File: src/rtl/time_counter.sv
// time_counter
// -----------------------------------------------------------------------------
// Time-of-day keeper for the alarm clock. Divides the system clock down to a
// one-second tick, advances a BCD HH:MM:SS value on every tick, and applies
// the hour/minute edit pulses routed from the mode block.
//
// Parameters:
//   TICK_DIV      clk cycles per second (must be >= 2)
//
// Ports:
//   clk           system clock, single domain
//   reset         asynchronous, active-high reset
//   edit_btns     [1] hour increment pulse, [0] minute increment pulse
//   current_time  registered BCD time {hT[1:0], hU[3:0], mT[2:0], mU[3:0],
//                 sT[2:0], sU[3:0]}
//   sec_tick      registered one-cycle pulse after each one-second wrap
//
// Optional feature macro: TIME_COUNTER_SEC_CLEAR_EN
//   When defined, a minute edit also zeroes the seconds and restarts the
//   prescaler, swallowing any tick that lands on the same edge.
// -----------------------------------------------------------------------------
module time_counter #(
  parameter int TICK_DIV = 100_000_000
) (
  input  logic        clk,
  input  logic        reset,
  input  logic [1:0]  edit_btns,
  output logic [19:0] current_time,
  output logic        sec_tick
);

  localparam int DivW = $clog2(TICK_DIV);
  localparam logic [DivW-1:0] DivMax = DivW'(TICK_DIV - 1);

  logic [DivW-1:0] divCnt_q, divCnt_d;
  logic            secTick_q, secTick_d;
  logic [3:0]      secU_q, secU_d;
  logic [2:0]      secT_q, secT_d;
  logic [3:0]      minU_q, minU_d;
  logic [2:0]      minT_q, minT_d;
  logic [3:0]      hrU_q, hrU_d;
  logic [1:0]      hrT_q, hrT_d;

  logic tick;
  logic secClear;
  logic secCarry;
  logic anyEdit;
  logic minInc;
  logic minCarry;
  logic hrInc;

  // Next-state logic. Any edit in a cycle suppresses the seconds->minutes
  // carry entirely, so the edit result is the only change to hours/minutes
  // while the seconds themselves still advance on the tick.
  always_comb begin
    tick     = (divCnt_q == DivMax);
`ifdef TIME_COUNTER_SEC_CLEAR_EN
    secClear = edit_btns[0];
`else
    secClear = 1'b0;
`endif
    anyEdit  = |edit_btns;

    divCnt_d  = tick ? '0 : divCnt_q + DivW'(1);
    secTick_d = tick;
    if (secClear) begin
      divCnt_d  = '0;
      secTick_d = 1'b0;
    end

    secU_d   = secU_q;
    secT_d   = secT_q;
    secCarry = 1'b0;
    if (secClear) begin
      secU_d = 4'd0;
      secT_d = 3'd0;
    end else if (tick) begin
      if (secU_q == 4'd9) begin
        secU_d = 4'd0;
        if (secT_q == 3'd5) begin
          secT_d   = 3'd0;
          secCarry = 1'b1;
        end else begin
          secT_d = secT_q + 3'd1;
        end
      end else begin
        secU_d = secU_q + 4'd1;
      end
    end

    minInc   = edit_btns[0] | (secCarry & ~anyEdit);
    minCarry = secCarry & ~anyEdit & (minT_q == 3'd5) & (minU_q == 4'd9);
    hrInc    = edit_btns[1] | minCarry;

    minU_d = minU_q;
    minT_d = minT_q;
    if (minInc) begin
      if (minU_q == 4'd9) begin
        minU_d = 4'd0;
        minT_d = (minT_q == 3'd5) ? 3'd0 : minT_q + 3'd1;
      end else begin
        minU_d = minU_q + 4'd1;
      end
    end

    hrU_d = hrU_q;
    hrT_d = hrT_q;
    if (hrInc) begin
      if (hrT_q == 2'd2 && hrU_q == 4'd3) begin
        hrU_d = 4'd0;
        hrT_d = 2'd0;
      end else if (hrU_q == 4'd9) begin
        hrU_d = 4'd0;
        hrT_d = hrT_q + 2'd1;
      end else begin
        hrU_d = hrU_q + 4'd1;
      end
    end
  end

  // State registers; reset drops everything back to 00:00:00 mid-second.
  always_ff @(posedge clk or posedge reset) begin
    if (reset) begin
      divCnt_q  <= '0;
      secTick_q <= 1'b0;
      secU_q    <= 4'd0;
      secT_q    <= 3'd0;
      minU_q    <= 4'd0;
      minT_q    <= 3'd0;
      hrU_q     <= 4'd0;
      hrT_q     <= 2'd0;
    end else begin
      divCnt_q  <= divCnt_d;
      secTick_q <= secTick_d;
      secU_q    <= secU_d;
      secT_q    <= secT_d;
      minU_q    <= minU_d;
      minT_q    <= minT_d;
      hrU_q     <= hrU_d;
      hrT_q     <= hrT_d;
    end
  end

  assign current_time = {hrT_q, hrU_q, minT_q, minU_q, secT_q, secU_q};
  assign sec_tick     = secTick_q;

endmodule

File: config.mk
export PLATFORM = sky130hd
export DESIGN_NAME = time_counter
export DESIGN_NICKNAME = d
export VERILOG_FILES = /design/src/rtl/time_counter.sv
export SDC_FILE = /design/constraint.sdc
export NUM_CORES = 1
export LEC_CHECK = 0
export BUFFER_PORTS_ARGS = -buffer_cell sky130_fd_sc_hd__clkbuf_2
export CAP_MARGIN = 0
export CELL_PAD_IN_SITES_DETAIL_PLACEMENT = 1
export CELL_PAD_IN_SITES_GLOBAL_PLACEMENT = 2
export CORE_UTILIZATION = 41
export DETAILED_ROUTE_END_ITERATION = 8
export PLACE_DENSITY_LB_ADDON = 0.1
export SETUP_SLACK_MARGIN = 0.2
export SLEW_MARGIN = 40
export SYNTH_ARGS = -nofsm -noshare
export SYNTH_HDL_FRONTEND = slang
export SYNTH_SLANG_ARGS = --single-unit
File: constraint.sdc
create_clock -name clk -period 5 [get_ports clk]
set_input_delay 0.25 -clock clk [delete_from_list [all_inputs] [get_ports clk]]
set_output_delay 0.25 -clock clk [all_outputs]
set_load 0.01 [all_outputs]
==> metrics.cfg <==
[job]
maxCapViolCount=0

[finish]
antennaDiodeCount=0
final_nets=253
fillers=654
drive_above_1_share=0.1976
regArea_mm2=0.001201
syn_to_final_growth_pct=11.02
multi_input_area_mm2=0.001145
finalNonFillerCells=320

[power]
leakage_nw=1.199
power_mw=0.9680
power_density_mw_per_mm2=364.1
vdd_ir_drop_max_v=0.0002309

[run_status]
run_status=completed

[die]
die-width_um=78.43
core-area_mm2=0.005574
fp.dieH_um=78.43
start_util=0.4296
die_area_mm2=0.006150
io_pins=25
num_rows=27

[place]
routabilityCongestion=0.7126
hpwl_um=3426
port_buffers=24
placed_cells=313

[sta]
finalSetupViolCount=0
slew_viol_final=0
fin_crit_sh=0.4848
period_needed_ns=2.424
clock_skew_ns=0.004478
setup-tns-final_ns=0
max_freq_ghz=0.4125
hold_viol=0
rsz0062_at_grt=no
tightest_slew_ns=0.8075
relSlewSlack=0.4575

[global_routing]
grt_max_degree=49
grt_usage=0.1792
overflow=0
grt_antenna_before_repair=0
grt_pass1_wl_um=8611
grt_pass1_vias=1786

[hold_path]
min_path_type=primary input to asynchronous set/reset pin

[route]
wl_um=4947
antenna_left=0
drc_errors=0
drt_iter0_markers=57
routed_via_density=5.225
vias=1672
wl_per_cell_um=15.46
dr.pass1.iters=4

[worst_setup_path]
path_cells=ha_1 > nand3_1 > nor4_4 > and2_1 > nand3b_1 > o21ai_0
critPathLaunchType=register
endpoint_kind=register
crit_fanout=19
cp.required_ns=5.18
cp_data_arrival_time_ns=2.61
cp.buffers_inverters=0
critPathMaxStageDelay_ns=0.69
crit_path_top_delay_cell=and2_1
critical_path_class=register to register
path_delay_family=simple AND/OR/NAND/NOR gates

[logic_synthesis]
synth_top_area_frac=0.5016
synth.most_common_cell=dfrtp_1
synth_cell_types=46
syn_area_mm2=0.002395
synth_area_leader_cell=dfrtp_1
synthTopCellsByArea=dfrtp_1 (50%), xnor2_1 (5.9%), xor2_1 (5.9%), nor2_1 (3.9%), nand4_1 (2.9%)
synth-seq-cells=48
synth_nets=228
ys_seq_area_frac=0.5016
synth_ff_type=dfrtp_1
synth_edf_count=0
synth_warnings=0
ys_async_sr_fraction=1.000
synth_top_cells_by_count=dfrtp_1 (48), nor2_1 (25), nand2_1 (17)
syn_area_per_cell_um2=10.74
synth_cells=223

[clocking]
root_buffer=clkbuf_8
cts_setup_buffers=0
clockBufferDepth=2
cts_buffers=5
path_clk_slew_ns=0.09
clk_latency_ns=0.29
cts-resized-gates=0
cts_tree=yes
htreeDepth=2
cts.hold.buffers_added=0
clock_sinks=48

[registers in the layout, indices dropped and copies added, names as in the netlist]
register	cells
minT_q	3
secT_q	3
hrU_q	4
minU_q	4
divCnt_q	27
sec_tick	1
secU_q	4
hrT_q	2
[layer usage]
layer / vias up / global-route usage / wire length, um / part of all wire
met5: - / 0 / 0 / 0
met4: 0 / 0.03333 / 18 / 0.0036
met3: 2 / 0.03488 / 108 / 0.022
met2: 15 / 0.2895 / 2300 / 0.46
met1: 826 / 0.2513 / 2520 / 0.51
li1: 829 / - / - / -
[cell type report]
cell class / instances / share of cell area
sequential: 48 / 0.4518
multi-input combinational: 163 / 0.4306
timing repair buffer: 24 / 0.04518
tap: 72 / 0.03388
clock buffer: 6 / 0.02729
inverter: 6 / 0.009412
clock inverter: 1 / 0.001882
[per-stage QoR]
step	area, um^2	setup WS, ns	utilization	hold WS (ns)
finish	2659	2.576	0.4770	0.008073
floorplan	2395	2.816	-	0.4254
detailed placement	2581	2.554	0.4631	0.3647
global placement	2579	2.598	0.4626	0.4661
global route	2659	2.355	0.4770	0.06422
CTS	2659	2.530	0.4770	0.03481
[placed cells by master, fill, tap and decap left out, types with 2 or more instances in the layout]
cell type / netlist / layout
inv_1: 6 / 5
nand2_1: 17 / 17
xnor2_1: 16 / 16
dfrtp_1: 48 / 48
nand4b_1: 2 / 2
clkbuf_8: 0 / 5
or4_1: 2 / 2
nor4_1: 4 / 4
and4_1: 2 / 2
xor2_1: 16 / 16
and2_1: 3 / 3
a22o_1: 2 / 2
or3_1: 2 / 2
nor4bb_1: 2 / 2
nor2b_1: 5 / 5
nand4_1: 11 / 11
a21oi_1: 3 / 3
nor2_1: 25 / 25
and3_1: 4 / 4
nand3_1: 10 / 10
mux2_2: 5 / 5
clkbuf_2: 0 / 24
nor4_4: 2 / 2
o21ai_0: 4 / 4
nor3_1: 5 / 5
[worst paths after layout]
path                              startpoint      endpoint  slack, ns  depth (start not counted)
worst max-delay path             divCnt_q[0]  divCnt_q[24]       2.58                          6
worst min-delay path                   reset  divCnt_q[25]      0.008                          2
worst max register to register   divCnt_q[0]  divCnt_q[24]       2.58                          6
worst min register to register   divCnt_q[0]   divCnt_q[0]       0.49                          1
max in group asynchronous              reset  divCnt_q[17]       4.59                          2
min in group clk                edit_btns[1]      hrU_q[0]       0.26                          3
[kinds of logic (layout without fill, tap and decap cells)]
logic type                 count (synthesis)  in the layout  share of synthesized area
and+or+nand+nor                          109            109                     0.2764
xor gates and xnor gates                  32             32                     0.1170
AOI/OAI and AO/OA                         15             15                    0.05173
DFF                                       48             48                     0.5016
muxes                                      6              6                    0.02769
buffers and inverters                     12             37                    0.02037
adders and majority gates                  1              1                   0.005224
[power breakdown]
group / internal [mW] / switching (mW)
clock network: 0.0955 / 0.127
logic: 0.120 / 0.109
registers: 0.440 / 0.0773
total: 0.655 / 0.313
(Power assumes the default switching activity.)
